## src/rtl/instruction_fetch_queue.sv

```systemverilog
// Instruction fetch queue.
// Watches the program counter's change-toggle, issues one instruction-memory read per new PC
// value over a valid/ready request channel and buffers returned (pc, instruction) pairs in a
// Depth-entry FIFO toward decode. A taken jump (flush_i) empties the FIFO and squashes any
// fetch still in flight.
//
// Ports:
//   clk_i, rst_ni            clock, asynchronous active-low reset
//   pc_value_i               current PC address
//   pc_changed_times_i       PC toggle bit, flips on every PC update
//   pc_stall_o               holds the program counter
//   flush_i                  jump taken this cycle
//   mem_request_*            read request channel (valid/ready, address)
//   mem_response_*           read response (valid, instruction word)
//   out_valid_o/out_ready_i  head entry handshake toward decode
//   out_pc_o/out_instruction_o  head entry contents
//   count_o                  FIFO occupancy
module instruction_fetch_queue #(
   parameter int unsigned Depth = 4
) (
   input  logic                         clk_i,
   input  logic                         rst_ni,
   input  logic [31:0]                  pc_value_i,
   input  logic                         pc_changed_times_i,
   output logic                         pc_stall_o,
   input  logic                         flush_i,
   output logic                         mem_request_valid_o,
   input  logic                         mem_request_ready_i,
   output logic [31:0]                  mem_request_address_o,
   input  logic                         mem_response_valid_i,
   input  logic [31:0]                  mem_response_data_i,
   output logic                         out_valid_o,
   input  logic                         out_ready_i,
   output logic [31:0]                  out_pc_o,
   output logic [31:0]                  out_instruction_o,
   output logic [$clog2(Depth+1)-1:0]   count_o
);

   localparam int unsigned PtrW = $clog2(Depth);
   localparam int unsigned CntW = $clog2(Depth + 1);
   localparam logic [CntW-1:0] DepthCnt = CntW'(Depth);

   typedef enum logic [1:0] {StIdle, StRequest, StWait} state_e;

   state_e            state_q, state_d;
   logic              last_toggle_q, last_toggle_d;
   logic              squash_q, squash_d;
   logic [31:0]       addr_q, addr_d;
   logic [CntW-1:0]   count_q, count_d;
   logic [PtrW-1:0]   wr_ptr_q, rd_ptr_q;
   logic [31:0]       pc_mem_q    [Depth];
   logic [31:0]       instr_mem_q [Depth];

   logic new_pc, capture, resp_fire, push, pop;

   assign new_pc    = pc_changed_times_i != last_toggle_q;
   // The FIFO slot is reserved here: with only one fetch in flight, count < Depth at capture
   // guarantees room when the response returns.
   assign capture   = new_pc && (state_q == StIdle) && (count_q < DepthCnt) && !flush_i;
   assign resp_fire = (state_q == StWait) && mem_response_valid_i;
   assign push      = resp_fire && !squash_q && !flush_i;
   assign pop       = out_valid_o && out_ready_i;

   // Flush lets the PC load its jump target this edge.
   assign pc_stall_o = new_pc && !capture && !flush_i;

   // ---------------------------------------------------------------- FSM state register
   always_ff @(posedge clk_i or negedge rst_ni) begin
      if (!rst_ni) begin
         state_q <= StIdle;
      end else begin
         state_q <= state_d;
      end
   end

   // ---------------------------------------------------------------- FSM next state
   // Flush never aborts a request: valid stays up until accepted and the response is awaited.
   always_comb begin
      state_d = state_q;
      unique case (state_q)
         StIdle:    if (capture)              state_d = StRequest;
         StRequest: if (mem_request_ready_i)  state_d = StWait;
         StWait:    if (mem_response_valid_i) state_d = StIdle;
         default:                             state_d = StIdle;
      endcase
   end

   // ---------------------------------------------------------------- FSM outputs
   always_comb begin
      mem_request_valid_o   = (state_q == StRequest);
      mem_request_address_o = addr_q;
   end

   // ---------------------------------------------------------------- control next state
   always_comb begin
      last_toggle_d = last_toggle_q;
      squash_d      = squash_q;
      addr_d        = addr_q;
      if (capture) begin
         addr_d        = pc_value_i;
         last_toggle_d = pc_changed_times_i;
      end
      if (resp_fire) begin
         squash_d = 1'b0;
      end
      if (flush_i) begin
         last_toggle_d = pc_changed_times_i;
         // A response landing in the flush cycle retires the wrong-path fetch by itself.
         if ((state_q == StRequest) || ((state_q == StWait) && !mem_response_valid_i)) begin
            squash_d = 1'b1;
         end
      end
   end

   always_comb begin
      count_d = count_q;
      unique case ({push, pop})
         2'b10:   count_d = count_q + 1'b1;
         2'b01:   count_d = count_q - 1'b1;
         default: count_d = count_q;
      endcase
      if (flush_i) begin
         count_d = '0;
      end
   end

   always_ff @(posedge clk_i or negedge rst_ni) begin
      if (!rst_ni) begin
         last_toggle_q <= 1'b1;
         squash_q      <= 1'b0;
         addr_q        <= '0;
         count_q       <= '0;
      end else begin
         last_toggle_q <= last_toggle_d;
         squash_q      <= squash_d;
         addr_q        <= addr_d;
         count_q       <= count_d;
      end
   end

   // ---------------------------------------------------------------- FIFO storage
   always_ff @(posedge clk_i or negedge rst_ni) begin
      if (!rst_ni) begin
         wr_ptr_q <= '0;
         rd_ptr_q <= '0;
         for (int unsigned i = 0; i < Depth; i++) begin
            pc_mem_q[i]    <= '0;
            instr_mem_q[i] <= '0;
         end
      end else if (flush_i) begin
         wr_ptr_q <= '0;
         rd_ptr_q <= '0;
      end else begin
         if (push) begin
            pc_mem_q[wr_ptr_q]    <= addr_q;
            instr_mem_q[wr_ptr_q] <= mem_response_data_i;
            wr_ptr_q              <= wr_ptr_q + 1'b1;
         end
         if (pop) begin
            rd_ptr_q <= rd_ptr_q + 1'b1;
         end
      end
   end

   assign out_valid_o       = (count_q != '0) && !flush_i;
   assign out_pc_o          = pc_mem_q[rd_ptr_q];
   assign out_instruction_o = instr_mem_q[rd_ptr_q];
   assign count_o           = count_q;

endmodule

```

## config.mk

```make
export PLATFORM = sky130hd
export DESIGN_NAME = instruction_fetch_queue
export DESIGN_NICKNAME = d
export VERILOG_FILES = /design/src/rtl/instruction_fetch_queue.sv
export SDC_FILE = /design/constraint.sdc
export NUM_CORES = 1
export LEC_CHECK = 0
export BUFFER_PORTS_ARGS = -buffer_cell sky130_fd_sc_hd__buf_2
export CORE_UTILIZATION = 27
export CTS_CLUSTER_DIAMETER = 80
export DETAILED_ROUTE_END_ITERATION = 8
export GPL_ROUTABILITY_DRIVEN = 1
export PLACE_DENSITY = 0.48
export SLEW_MARGIN = 0
export SYNTH_ARGS = -nofsm -noshare
export SYNTH_HDL_FRONTEND = slang
export SYNTH_SLANG_ARGS = --single-unit
```

## constraint.sdc

```tcl
create_clock -name clk_i -period 2 [get_ports clk_i]
set_input_delay 0.2 -clock clk_i [delete_from_list [all_inputs] [get_ports clk_i]]
set_output_delay 0.2 -clock clk_i [all_outputs]
set_load 0.01 [all_outputs]
```

==> results of run 1 <==
==> per-layer routing <==
layer / up-vias / wire length, um / global-route usage [%] / part of all wire [%]
met2: 138 / 14130 / 20.16 / 46
li1: 3408 / - / - / -
met1: 4027 / 14550 / 17.43 / 48
met5: - / 0 / 0 / 0
met3: 54 / 1068 / 2.279 / 3.5
met4: 0 / 803 / 5.063 / 2.6
==> final cells by class <==
type                       instances  share of cell area (%)
sequential                       299                   43.65
multi-input combinational        405                   29.79
timing repair buffer             294                   14.90
clock buffer                      57                   6.489
tap                              615                   4.484
clock inverter                     7                  0.5760
inverter                           5                  0.1094
==> synth_stat cells, types with 4 or more instances <==
| master | n | area (sq um) |
|---|---|---|
| buf_6 | 28 | 315.3 |
| inv_1 | 5 | 18.77 |
| clkbuf_1 | 7 | 26.28 |
| mux4_2 | 64 | 1441 |
| ha_1 | 4 | 50.05 |
| nor2_1 | 7 | 26.28 |
| dfrtp_1 | 298 | 7457 |
| buf_4 | 4 | 30.03 |
| mux2_2 | 289 | 3254 |
| xor2_1 | 4 | 35.03 |
| nand3b_1 | 6 | 45.04 |
| buf_2 | 10 | 50.05 |
==> per-stage QoR <==
step | TNS, ps | hold WS, ps | cell area, sq um
3_5_place_dp | 0 | 146.4 | 14820
3_3_place_gp | 0 | 142.9 | 14820
5_1_grt | -13960 | 50.65 | 17160
2_1_floorplan | -18.54 | -95.59 | 13050
4_1_cts | -12540 | 6.285 | 16950
6_report | -9568 | 46.37 | 17160
==> worst register-to-register path, cell delays in order, from the launching register on <==
cell and delay (ps):
dfrtp_1 380, and4bb_4 340, nor3_2 40, fa_1 500, or4b_1 430, o311ai_1 90
==> cell usage in the layout, fill, tap and decap left out, types with 5 or more instances in the layout <==
| cell type | netlist | layout |
|---|---|---|
| nand3b_1 | 6 | 6 |
| mux2_2 | 289 | 289 |
| clkbuf_16 | 0 | 41 |
| buf_2 | 10 | 125 |
| mux4_2 | 64 | 64 |
| buf_4 | 4 | 27 |
| buf_6 | 28 | 48 |
| dfrtp_1 | 298 | 296 |
| clkbuf_1 | 7 | 11 |
| dlygate4sd3_1 | 0 | 69 |
| clkbuf_8 | 0 | 7 |
| nor2_1 | 7 | 7 |
| buf_12 | 0 | 18 |
| inv_1 | 5 | 5 |
==> logic make-up after synthesis <==
logic type / Yosys count
xor gates and xnor gates: 6
adders and majority gates: 5
and+or+nand+nor: 27
DFF: 299
AOI/OAI and AO/OA: 12
buffers and inverters: 55
muxes: 355
==> flip-flops by register name (all words and copies together), names as in the netlist <==
signal,count
last_toggle_q,1
mem_request_address_o,32
wr_ptr_q,2
count_o,3
state_q,2
pc_mem_q,128
squash_q,1
rd_ptr_q,2
instr_mem_q,128
==> how the worst max path moves through the flow <==
stage	endpoint	slack (ps)	from
2_1_floorplan	count_o[2]	-20	state_q[0]
3_3_place_gp	count_o[2]	100	squash_q
3_5_place_dp	count_o[1]	110	squash_q
4_1_cts	out_instruction_o[17]	-240	rd_ptr_q[0]
5_1_grt	out_instruction_o[23]	-260	rd_ptr_q[0]
6_report	out_instruction_o[13]	-200	rd_ptr_q[0]
==> power breakdown <==
group          leakage, nW  internal, mW  switching, mW  total, mW
clock                0.589          4.09           2.53       6.62
combinational         3.56          3.20           2.13       5.33
sequential            4.02          7.18          0.910       8.08
==> repair_timing <==
action / CTS / global route
pin swaps: 0 / 0
hold buffers: 69 / 0
hold endpoints to repair: 386 / 0
endpoints found under the setup margin: 64 / 64
setup buffers: 3 / 2
resized for setup: 32 / 33
cloned: 0 / 2
==> impl_metrics.tcl, run 1 <==
set metrics [dict create \
    power_density_mw_per_mm2 1167 \
    multi_input_area_sq_mm 0.005112 \
    grt_pass1_vias 8568 \
    n_antenna_cell 0 \
    rr_worst_depth 5 \
    cp_max_fo 7 \
    grt_pass1_wl_mm 48.96 \
    total_power_mw 20.03 \
    vias 7627 \
    crit_family "multiplexers" \
    grtUsageTotal_pct 12.78 \
    drt_iter0_drc 259 \
    required_ps 1800 \
    cts_num_sinks 299 \
    h-tree-depth 2 \
    final_util_pct 36.02 \
    min_to "squash_q" \
    cp-end-kind "primary output" \
    clkLatencyLatePin_ps 530 \
    synth_seq_cells 299 \
    cts_tree "yes" \
    worstReg2RegEnd "count_o[1]" \
    worstSetupStartpointType "register" \
    design.core.area_sq_mm 0.04765 \
    firstDrtPassIters 4 \
    cp_cell_sequence "buf_12, buf_16, mux4_2, buf_6" \
    violations "setup timing" \
    grt_max_degree 75 \
    leakagePower_nw 8.166 \
    synth-async-reset-ratio_pct 100.0 \
    fin_worst_skew_ps 16.32 \
    synth_top_family_by_area "multiplexers" \
    final-setup-viol-count 64 \
    hold_start "mem_response_valid_i" \
    r2r_setup_slack_ps 110 \
    synth_cell_types 36 \
    syn_avg_cell_area_sq_um 17.15 \
    arrival_ps 2000 \
    grt_antenna_before_repair 0 \
    slew_headroom_pct 72.01 \
    synth_simple_gate_area_share_pct 1.317 \
    dp.final_hpwl_mm 18.69 \
    syn_inst 759 \
    critPathMaxStageDelay_ps 550 \
    synth_compound_area_share_pct 0.6342 \
    yosys_warnings 0 \
    wl_mm 30.55 \
    avgRoutedWirePerCell_um 18.16 \
    finalHoldViolCount 0 \
    worst_pin_slew_ps 414.6 \
    layout.nets 1118 \
    io_buffers 172 \
    rsz0062_at_grt "yes" \
    initial_core_util_pct 27.33 \
    gp_congestion 0.7191 \
    die_y_um 221.6 \
    num-fill-cells 4604 \
    pin_count 173 \
    rr_startpoint "squash_q" \
    min_period_ps 2195 \
    min_path_cells 3 \
    drc 0 \
    timing.max_cap.violations 0 \
    crit_type "register to primary output" \
    die-area_sq_mm 0.04910 \
    final_layout_size_suffix_gt1_share_pct 59.79 \
    viasPerCell 4.534 \
    synth_adder_area_share_pct 0.5382 \
    synth-xor-area-share_pct 0.4036 \
    synthFlopType "dfrtp_1" \
    fin_ws_ps -195.2 \
    cp_slowest_cell "mux4_2" \
    cp.buffers_inverters 3 \
    period_share_pct 109.8 \
    synth-seq-area-share_pct 57.48 \
    clk_pin_slew_ps 60 \
    hold_class "input port to register" \
    dp.cells 1542 \
    fmax_ghz 0.4555 \
    std_cell_rows 80 \
    cts_buffer_depth 3 \
    ir_worst_vdd_v 0.0005632 \
    synthMuxAreaShare_pct 36.22 \
    cts-root-buf "clkbuf_16" \
    gr-total-overflow 0 \
    synth-edff-count 0 \
    status "complete, but fails checks" \
    post-place-ws_ps 114.3 \
    syn_to_final_growth_pct 31.81 \
    cts_made_buffers 37 \
    path_depth 4 \
    slew_viol_final 0 \
    regArea_sq_mm 0.007491 \
    layoutNonFillerInstCount 1682 \
    syn_nets 835 \
    netlist_area_sq_mm 0.01302 \
    ant_nets 0 \
    die_w_um 221.6 \
]
No activity file was read; power rests on OpenSTA's default activity.
==> run 2: changes to the inputs <==
--- a/config.mk
+++ b/config.mk
@@ -10,7 +10,7 @@
 export CTS_CLUSTER_DIAMETER = 80
 export DETAILED_ROUTE_END_ITERATION = 8
 export GPL_ROUTABILITY_DRIVEN = 1
-export PLACE_DENSITY = 0.48
+export PLACE_DENSITY = 0.46
 export SLEW_MARGIN = 0
 export SYNTH_ARGS = -nofsm -noshare
 export SYNTH_HDL_FRONTEND = slang
==> run 2 against run 1 <==
The flow still finishes with violations (setup timing). Sequential power about the same. Register-to-register slack worse by 20 ps. Global-route usage rose by 0.19 points. Power is 4.0% higher. Via count fell by 0.51%. Sequential share of layout area decreased by 0.51 points. Routed wire length grew 2.8%. Clock-buffer cell count unchanged. Critical endpoint is now out_pc_o[30]. First-iteration DRC count decreased by 7.3%. Clock power grew 8.9%.
==> impl_metrics.tcl, run 2 (synthesis results as in run 1) <==
set metrics [dict create \
    final-setup-viol-count 64 \
    rr_worst_depth 5 \
    grtUsageMet1_pct 17.85 \
    vias 7588 \
    total_power_mw 20.83 \
    tns_ps -11180 \
    drt_iter0_drc 240 \
    layoutNonFillerInstCount 1677 \
    avgRoutedWirePerCell_um 18.72 \
    gp_congestion 0.6700 \
    finalHoldViolCount 0 \
    min_to "squash_q" \
    dp.cells 1530 \
    crit_family "multiplexers" \
    firstDrtPassIters 4 \
    hold_start "mem_response_valid_i" \
    syn_to_final_growth_pct 33.36 \
    layout.nets 1109 \
    slew_headroom_pct 69.04 \
    slew_viol_final 0 \
    final_cell_mix "dfrtp_1 (296), mux2_2 (289), buf_2 (113), dlygate4sd3_1 (69), mux4_2 (64)" \
    fmax_ghz 0.4546 \
    n_antenna_cell 0 \
    arrival_ps 2000 \
    use_met2_pct 20.14 \
    met3_usage_pct 3.393 \
    grt_pass1_wl_mm 49.18 \
    grt_max_degree 60 \
    cp.buffers_inverters 3 \
    power_density_mw_per_mm2 1200 \
    cts_made_buffers 38 \
    leakagePower_nw 8.203 \
    post-place-ws_ps 92.03 \
    pin_count 173 \
    cp_max_fo 7 \
    cp_cell_sequence "buf_12, clkbuf_16, mux4_2, buf_6" \
    violations "setup timing" \
    status "complete, but fails checks" \
    critPathMaxStageDelay_ps 530 \
    required_ps 1800 \
    viasPerCell 4.525 \
    clkLatencyLatePin_ps 530 \
    cts-root-buf "clkbuf_16" \
    cts_num_sinks 299 \
    grtUsageTotal_pct 12.97 \
    wl_mm 31.40 \
    cp-end-kind "primary output" \
    grt_antenna_before_repair 0 \
    gr-total-overflow 0 \
    die_w_um 221.6 \
    postPlaceCellArea_sq_mm 0.01474 \
    dp.final_hpwl_mm 18.05 \
    io_buffers 172 \
    cp_slowest_cell "mux4_2" \
    rr_startpoint "squash_q" \
    worstReg2RegEnd "count_o[2]" \
    crit_type "register to primary output" \
    num-fill-cells 4536 \
    grt.busiest_layer "met2" \
    grt_pass1_vias 8296 \
    design.core.area_sq_mm 0.04765 \
    min_path_cells 3 \
    die-area_sq_mm 0.04910 \
    initial_core_util_pct 27.33 \
    rsz0062_at_grt "yes" \
    clk_pin_slew_ps 60 \
    fin_worst_skew_ps 12.04 \
    drc 0 \
    final_layout_size_suffix_gt1_share_pct 59.60 \
    r2r_setup_slack_ps 90 \
    fin_ws_ps -199.7 \
    die_y_um 221.6 \
    cts_buffer_depth 3 \
    period_share_pct 110.0 \
    timing.max_cap.violations 0 \
    hold_class "input port to register" \
    min_period_ps 2200 \
    ir_worst_vdd_v 0.0005372 \
    worstSetupStartpointType "register" \
    h-tree-depth 2 \
    final_common_cell "dfrtp_1" \
    worst_pin_slew_ps 464.3 \
    design_area_sq_mm 0.01736 \
    cts_tree "yes" \
    std_cell_rows 80 \
    ant_nets 0 \
]
run 2: cell types whose count changed in the layout (fill, tap and decap cells not counted), sizes merged:
| cell | change |
|---|---|
| bufinv | +3 |
| clkbuf | +1 |
| clkinvlp | +4 |
| clkinv | -1 |
| buf | -11 |
| inv | -1 |
run 2: report_power, final:
group / internal (mW) / switching [mW]
Combinational: 3.34 / 2.18
Clock: 4.57 / 2.63
Sequential: 7.18 / 0.927
Total: 15.1 / 5.74
run 2: what timing repair did:
action,CTS,global route
setup buffers,3,1
endpoints found under the hold margin,273,0
cloned,3,3
resized for setup,35,47
setup endpoints to repair,64,64
hold buffers,69,0
run 2: how the worst max path moves through the flow:
stage          slack [ps]                   end   startpoint  depth (start not counted)
2_1_floorplan         -20            count_o[2]   state_q[0]                          6
3_3_place_gp          110            count_o[2]     squash_q                          5
3_5_place_dp           90            count_o[2]     squash_q                          5
4_1_cts              -320  out_instruction_o[7]  rd_ptr_q[0]                          4
5_1_grt              -280           out_pc_o[1]  rd_ptr_q[0]                          4
6_report             -200          out_pc_o[30]  rd_ptr_q[0]                          4
run 2: metal layers:
| metal | wire length, um | vias up |
|---|---|---|
| met5 | 0 | - |
| met4 | 580 | 0 |
| met3 | 1316 | 39 |
| met2 | 14570 | 135 |
| met1 | 14930 | 4023 |
| li1 | - | 3391 |
run 2: final cells by class:
type | instances | area [sq um] | area share [%]
Timing Repair Buffer | 284 | 2638 | 15.19
Tap cell | 615 | 769.5 | 4.432
Sequential cell | 299 | 7491 | 43.14
Inverter | 5 | 18.77 | 0.1081
Clock inverter | 12 | 197.7 | 1.139
Clock buffer | 57 | 1136 | 6.543
Multi-Input combinational cell | 405 | 5112 | 29.44
run 2: stage by stage:
| stage | hold slack, ps | util [%] |
|---|---|---|
| 5_1_grt | 33.69 | 36.44 |
| 3_3_place_gp | 172.6 | 30.94 |
| 4_1_cts | 18.37 | 35.84 |
| 3_5_place_dp | 170.4 | 30.94 |
| 6_report | 65.60 | 36.44 |
| 2_1_floorplan | -95.59 | - |
run 2: worst min-delay path, cell delays in order:
cell and delay (ps):
buf_2 110, a21oi_1 70, o22a_1 180
